$ cat src/rtl/block_serializer.sv
// block_serializer
//   Accepts a whole block of WORDS words on a valid/ready input and emits the
//   words one at a time on a valid/ready output, in row-major or column-major
//   order (COL_MAJOR). All outputs are registered.
//
//   Parameters:
//     WORD_W    width of one output word in bits
//     WORDS     words per block (>= 2)
//     COL_MAJOR 0 = row-major emit order, 1 = column-major (WORDS must be N*N)
//
//   Ports:
//     clk        sole clock, rising edge
//     rst        synchronous active-high reset
//     in_valid   in_block holds a valid block
//     in_ready   block accepted when in_valid && in_ready at a clk edge
//     in_block   block; word j = in_block[(WORDS-j)*WORD_W-1 -: WORD_W] (word 0 = MSBs)
//     out_valid  out_word is valid
//     out_ready  word transferred when out_valid && out_ready at a clk edge
//     out_word   current word
//     out_idx    emit position k of out_word
//     out_first  asserted with k == 0
//     out_last   asserted with k == WORDS-1
//
//   Optional build macro:
//     BLOCK_SERIALIZER_SKID_EN  adds a one-block skid register so the next block
//                               can be accepted while the current one is emitted,
//                               giving back-to-back blocks with no idle cycle.

module block_serializer #(
  parameter int unsigned WORD_W    = 8,
  parameter int unsigned WORDS     = 16,
  parameter int unsigned COL_MAJOR = 0
) (
  input  logic                       clk,
  input  logic                       rst,
  input  logic                       in_valid,
  output logic                       in_ready,
  input  logic [WORD_W*WORDS-1:0]    in_block,
  output logic                       out_valid,
  input  logic                       out_ready,
  output logic [WORD_W-1:0]          out_word,
  output logic [$clog2(WORDS)-1:0]   out_idx,
  output logic                       out_first,
  output logic                       out_last
);

  localparam int unsigned BLK_W = WORD_W * WORDS;
  localparam int unsigned IDXW  = $clog2(WORDS);

  function automatic int unsigned isqrt(input int unsigned v);
    int unsigned r;
    r = 0;
    for (int unsigned i = 1; i * i <= v; i++) r = i;
    return r;
  endfunction

  localparam int unsigned N = isqrt(WORDS);

  if (WORDS < 2) begin : g_words_chk
    $error("block_serializer: WORDS must be >= 2");
  end

  if (COL_MAJOR != 0 && N * N != WORDS) begin : g_square_chk
    $error("block_serializer: COL_MAJOR=1 requires WORDS to be a perfect square");
  end

  // Word j sits at the MSB end after shifting the block left by j words,
  // which avoids a variable-width part-select index.
  function automatic logic [WORD_W-1:0] sel_word(input logic [BLK_W-1:0] b,
                                                  input logic [IDXW-1:0]  pos);
    int unsigned      p;
    int unsigned      j;
    logic [BLK_W-1:0] sh;
    p = 32'(pos);
    if (COL_MAJOR != 0) j = (p % N) * N + (p / N);
    else                j = p;
    sh = b << (j * WORD_W);
    return sh[BLK_W-1 -: WORD_W];
  endfunction

  typedef enum logic {
    IDLE,
    EMIT
  } state_t;

  state_t           state;
  logic [BLK_W-1:0] main_blk;
  logic             accept;
  logic             xfer;
  logic             at_last;
  logic [IDXW-1:0]  nxt_idx;

`ifdef BLOCK_SERIALIZER_SKID_EN
  logic [BLK_W-1:0] skid_blk;
  logic             skid_full;
`endif

  always_comb begin
    accept  = in_valid && in_ready;
    xfer    = out_valid && out_ready;
    at_last = (out_idx == IDXW'(WORDS - 1));
    nxt_idx = out_idx + IDXW'(1);
  end

  always_ff @(posedge clk) begin
    if (rst) begin
      state     <= IDLE;
      main_blk  <= '0;
      out_valid <= 1'b0;
      out_first <= 1'b0;
      out_last  <= 1'b0;
      out_idx   <= '0;
      out_word  <= '0;
      in_ready  <= 1'b1;
`ifdef BLOCK_SERIALIZER_SKID_EN
      skid_blk  <= '0;
      skid_full <= 1'b0;
`endif
    end else begin
      case (state)
        IDLE: begin
          if (accept) begin
            main_blk  <= in_block;
            state     <= EMIT;
            out_valid <= 1'b1;
            out_idx   <= '0;
            out_word  <= sel_word(in_block, '0);
            out_first <= 1'b1;
            out_last  <= 1'b0;
`ifdef BLOCK_SERIALIZER_SKID_EN
            in_ready  <= 1'b1;
`else
            in_ready  <= 1'b0;
`endif
          end
        end

        EMIT: begin
          if (xfer && at_last) begin
`ifdef BLOCK_SERIALIZER_SKID_EN
            if (skid_full) begin
              // Promote the buffered block with no bubble; a same-edge accept
              // refills the skid.
              main_blk  <= skid_blk;
              out_idx   <= '0;
              out_word  <= sel_word(skid_blk, '0);
              out_first <= 1'b1;
              out_last  <= 1'b0;
              skid_full <= accept;
              in_ready  <= !accept;
              if (accept) skid_blk <= in_block;
            end else if (accept) begin
              // Skid empty but a block arrives on the final transfer: load it
              // straight into the main register so emission continues.
              main_blk  <= in_block;
              out_idx   <= '0;
              out_word  <= sel_word(in_block, '0);
              out_first <= 1'b1;
              out_last  <= 1'b0;
            end else begin
              state     <= IDLE;
              out_valid <= 1'b0;
              out_first <= 1'b0;
              out_last  <= 1'b0;
              out_idx   <= '0;
            end
`else
            state     <= IDLE;
            out_valid <= 1'b0;
            out_first <= 1'b0;
            out_last  <= 1'b0;
            out_idx   <= '0;
            in_ready  <= 1'b1;
`endif
          end else begin
            if (xfer) begin
              out_idx   <= nxt_idx;
              out_word  <= sel_word(main_blk, nxt_idx);
              out_first <= 1'b0;
              out_last  <= (nxt_idx == IDXW'(WORDS - 1));
            end
`ifdef BLOCK_SERIALIZER_SKID_EN
            if (accept) begin
              skid_blk  <= in_block;
              skid_full <= 1'b1;
              in_ready  <= 1'b0;
            end
`endif
          end
        end

        default: state <= IDLE;
      endcase
    end
  end

endmodule
$ cat config.mk
export PLATFORM = sky130hd
export DESIGN_NAME = block_serializer
export DESIGN_NICKNAME = d
export VERILOG_FILES = /design/src/rtl/block_serializer.sv
export SDC_FILE = /design/constraint.sdc
export NUM_CORES = 1
export LEC_CHECK = 0
export CORE_ASPECT_RATIO = 0.8
export CORE_MARGIN = 10
export CORE_UTILIZATION = 28
export CTS_CLUSTER_DIAMETER = 120
export CTS_CLUSTER_SIZE = 10
export DETAILED_ROUTE_END_ITERATION = 10
export PLACE_DENSITY = 0.57
export SLEW_MARGIN = 10
export SYNTH_ARGS = -nofsm -noshare
export SYNTH_HDL_FRONTEND = slang
export SYNTH_SLANG_ARGS = --single-unit
$ cat constraint.sdc
create_clock -name clk -period 3.4 [get_ports clk]
set_input_delay 0.68 -clock clk [delete_from_list [all_inputs] [get_ports clk]]
set_output_delay 0.68 -clock clk [all_outputs]
set_load 0.01 [all_outputs]
Word-level counts from Yosys, hierarchy flattened. Cells that the tools add are included.

$add $sub $neg: 1. Shift operators: 2. Equality and inequality tests: 7. Muxes and demuxes: 30. Bitwise gates (word level): 1. Reduce and logical (&&, ||, !) cells: 7.

Operator list (count): << shifter 128 x 32 -> 128 bit (2); 2-to-1 mux 29 bit (7); 2-to-1 mux 8 bit (3); one-hot mux 8 bit (2 select lines) (1); 2-to-1 mux 4 bit (3); 2-to-1 mux 1 bit (10); one-hot mux 1 bit (2 select lines) (5); equality test 4 bit, second input constant (2); one-hot mux 4 bit (2 select lines) (1); AND reduction 2 bit (3); adder 4 x 1 -> 4 bit, second input constant (1); inequality test 2 x 1 -> 1 bit, second input constant (2); inequality test 2 bit, second input constant (2); logical AND 1 bit (3); inequality test 3 x 1 -> 1 bit, second input constant (1); AND reduction 3 bit (1); NOT 1 bit (1).

Bits in registers: 145. Input bits: 132. Output and inout port bits: 16. Word-level logic and storage cells: 56.

Depth between registers and ports, before layout.
Depth after elaboration: 9. Gate-level depth with buffers: 10. Depth with buffers taken out: 7.

Least setup slack after synthesis. Ideal clock, no wire load.

Kind: register -> register. From: register out_idx[0]. To: register out_word[0]. Setup time: 145 ps. Clock period less this slack: 2169 ps. Cell stages (with the launch flop): 10. Slack: 1231 ps. Buffers on the path: 3. Arrival: 2025 ps. Required time: 3255 ps. Cells stage by stage: dfxtp_1 > buf_4 > inv_1 > ha_1 > buf_4 > buf_2 > a2111oi_0 > a311oi_1 > a22oi_1 > a41oi_1.

Longest elaborated chain between the ends: 9. Elaborated cells on any way between the ends: 13. Classes of those cells: add/sub: 1; eq/ne: 2; shift: 1; mux: 7; reduce/logical: 2.

Ends and longest elaborated chain: from (decl) (RTL line 42) `output logic [$clog2(WORDS)-1:0] out_idx,`; from (signal assigned) (RTL line 177) `out_idx <= nxt_idx;`; adder 4 x 1 -> 4 bit (RTL line 102) `nxt_idx = out_idx + IDXW'(1);`; 2-to-1 mux 29 bit (RTL line 176) `if (xfer) begin`; 2-to-1 mux 29 bit (RTL line 139) `if (xfer && at_last) begin`; 2-to-1 mux 29 bit (RTL line 120) `case (state)`; 2-to-1 mux 29 bit (RTL line 106) `if (rst) begin`; << shifter 128 x 32 -> 128 bit (RTL line 77) `sh = b << (j * WORD_W);`; 2-to-1 mux 8 bit (RTL line 176); 2-to-1 mux 8 bit (RTL line 139); one-hot mux 8 bit (2 select lines) (RTL line 120); to (signal assigned) (RTL line 127) `out_word <= sel_word(in_block, '0);`; to (signal assigned) (RTL line 178) `out_word <= sel_word(main_blk, nxt_idx);`; to (decl) (RTL line 41) `output logic [WORD_W-1:0] out_word,`.

Several ways; a longest one is shown, not always the timed one. The select of a mux whose other input is x is not followed. A chain may end at the register's enable or synchronous reset.

Final worst setup path.
From: register out_idx[0]. To: register out_word[6].

The elaborated chain is that of the path after synthesis.

==> results.md <==
- Worst hold stages: 2
- Initial Utilization: between 20 and 30%
- Hold worst-path end: main_blk[66]$_SDFFE_PP0P_
- Syn-to-layout area delta: 37.4%
- Largest family of logic cells by synthesized area: simple AND/OR/NAND/NOR gates
- DRC Markers: 0
- Gp weighted congestion: around 0.8
- Post-CTS setup buffer count: 0
- Port Buffers: approximately 150
- CP Launch Type: flop
- Leakage power: about 3.1 nW
- CTS max path bufs: 2
- Reg2Reg Launch Point: out_idx[0]$_SDFFE_PP0P_
- WS Path Type: flop to flop
- Power per cell area: 523 mW/mm^2
- Drt via density: 4.72
- CTS root buffer: clkbuf_16
- Final-report hold violation count: 0
- Fillers: 2256
- Worst-case clock skew: 6.29 ps
- Post-synthesis compound-gate area fraction: 18.3%
- Area of the multi-input gates: roughly 0.003 sq mm
- Nets: between 1000 and 1500
- Commonest non-fill, non-tap cell in the layout: nand2_1
- Mux cell area share after synthesis: 9.80%
- DRT iter0 DRCs: 455
- Worst Hold Class: flop to flop
- Total CTS buffers: 17
- DP Wirelength: 14800 um
- Die height: 154 um
- Worst-path fanout max: 39
- Pre-antenna DRT Iters: 7
- IR drop worst, VDD: roughly 330 uV
- Cts repair resizes: 0
- Final core occ: 39.4%
- Slew Viols, Final: 0
- Slew margin rel.: 48.2%
- Initial antenna violation count: 4
- Post-Syn Instances: ~760
- Post-synth top area share: 46.4%
- Max-Cap Viols: 0
- Post-Syn Nets: 896
- I/O Pins: 148
- First-pass GRT wire length: 32200 um
- Final setup TNS: 0 ps
- Die X: between 150 and 200 um
- CTS H-tree lvls: 4
- Seq/Total Area, Yosys: approximately 46%
- DR WL/cell: 17.2 um
- Final setup vio count: 0
- Die area: 0.0288 sq mm
- Terminus of the critical flop-to-flop path: out_word[6]$_SDFFE_PP0P_
- Post-DRT Antenna Nets: 0
- Total wire length: 20600 um
- CTS tree: yes
- Commonest non-fill, non-tap cells in the layout: 284 x nand2_1, 146 x clkdlybuf4s50_1, 144 x dfxtp_1
- Final Cycle Share: 88.2%
- Avg Cell Area, Syn: 8.21 sq um
- Cell depth of the worst flop-to-flop path: 7
- Simple-Gate Fraction of Synth Area: about 20%
- GR Overflow Total: 0
- YS warnings: 0
- Crit path DAT: 3270 ps
- CTS Hold Buffers Added: 0
- TritonCTS Sinks: 145
- Max Clk Rate: approximately 330 MHz
- Core Rows: 48
- Unrepaired setup endpoints after global routing: no
- CP required: 3670 ps
- Crit path time final: 3000 ps
- Library cells used by synthesis: 31
- Synth Cell Area: 0.00626 sq mm
- Largest net degree at the start of global routing: 77
- Clk_lat worst skew: 420 ps
- Core area: 0.0218 sq mm
- Register Area: between 0.002 and 0.003 sq mm
- Synth area leaders: dfxtp_1 46%, nand2_1 17%, a21oi_1 11%
- Synth area leader: dfxtp_1
- Status: finished clean
- Total track usage: 14.0%
- Via count: 5627
- Vias in the first global route: 5601
- Post-Synth XOR/XNOR Area: 0.580%
- Critical path endpoint category: flop
- Adder-Cell Fraction of Synth Area: less than 1%
- Reg-to-reg slack, setup: ~400 ps
- Share of cells above drive strength 1: 8.53%
- Hold_ws: around 450 ps
- Slew at the pin closest to its max-slew limit: around 770 ps
- Clk slew on worst S/H paths: 60 ps
- Flop and latch count out of synthesis: 145
- Hold Crit Start: main_blk[66]$_SDFFE_PP0P_
## flip-flops by register name (all words and copies together) (netlist names)
register	flops
in_ready	1
main_blk	128
out_first	1
out_idx	4
out_last	1
out_valid	1
out_word	8
state	1
## synth_stat cells (all sizes together)
| library cell | count |
|---|---|
| nand2 | 285 |
| dfxtp | 145 |
| a21oi | 139 |
| buf | 35 |
| clkbuf | 26 |
| mux2i | 23 |
| mux4 | 17 |
| a22oi | 15 |
| nor2 | 13 |
| a31o | 8 |
| a41oi | 8 |
| nor2b | 8 |
| a2111oi | 7 |
| a311oi | 7 |
| nand3 | 5 |
| o21ai | 4 |
| inv | 3 |
| and2 | 2 |
| and3 | 2 |
| ha | 2 |
| o32ai | 2 |
| xor2 | 2 |
| a211oi | 1 |
| a21boi | 1 |
| and2b | 1 |
| o21bai | 1 |
## final cells by class
cell class                      count  share of cell area, %
Clock inverter                     11                   2.15
Sequential cell                   145                   33.8
Clock buffer                       20                   5.31
Timing Repair Buffer              159                   18.6
Tap cell                          300                   4.37
Inverter                            3                  0.131
Multi-Input combinational cell    553                   35.6
Antenna cell                        2                 0.0582
## where the power goes
part           internal (mW)  switching (mW)  leakage [nW]
clock network           1.33           0.726         0.312
logic                  0.284           0.283          1.63
registers               1.81          0.0627          1.19
## metrics by stage
stage / area (sq um) / worst slack, ps / instances / power (mW)
6_report: 8590 / 401 / 1193 / 4.50
5_1_grt: 8590 / 249 / 1191 / 4.68
3_3_place_gp: 7950 / 568 / 1160 / 2.47
4_1_cts: 8590 / 479 / 1191 / 4.53
3_5_place_dp: 7950 / 485 / 1160 / 2.48
2_1_floorplan: 6260 / 1230 / 762 / 2.19
## critical path, cell delays in order, from the launching register on
cell	delay, ps
dfxtp_2	320
buf_4	460
ha_1	500
xor2_4	250
a2111oi_0	710
a311oi_1	140
a22oi_1	310
a41oi_1	150
## kinds of logic (layout without fill, tap and decap cells)
group / count (synthesis) / in the layout
buffers and inverters: 64 / 193
AOI/OAI and AO/OA: 193 / 193
DFF: 145 / 145
muxes: 40 / 40
and+or+nand+nor: 316 / 316
xor gates and xnor gates: 2 / 2
adders and majority gates: 2 / 2
other: 0 / 2
## worst max path at each step
| stage | end | start | slack [ps] |
|---|---|---|---|
| 2_1_floorplan | out_word[0]$_SDFFE_PP0P_ | out_idx[0]$_SDFFE_PP0P_ | 1230 |
| 6_report | out_word[6]$_SDFFE_PP0P_ | out_idx[0]$_SDFFE_PP0P_ | 400 |
| 3_3_place_gp | out_word[0]$_SDFFE_PP0P_ | out_idx[0]$_SDFFE_PP0P_ | 570 |
| 3_5_place_dp | out_word[6]$_SDFFE_PP0P_ | out_idx[0]$_SDFFE_PP0P_ | 480 |
| 5_1_grt | out_word[6]$_SDFFE_PP0P_ | out_idx[0]$_SDFFE_PP0P_ | 250 |
| 4_1_cts | out_word[6]$_SDFFE_PP0P_ | out_idx[0]$_SDFFE_PP0P_ | 480 |
## per-layer routing
layer	global-route usage (%)	vias to the layer above	share of wire (%)
li1	-	2836	-
met1	19.5	2623	50
met2	20.1	149	43
met3	5.29	15	7.0
met4	3.03	4	0.71
met5	0	-	0.13
No activity file was read; power rests on OpenSTA's default activity.
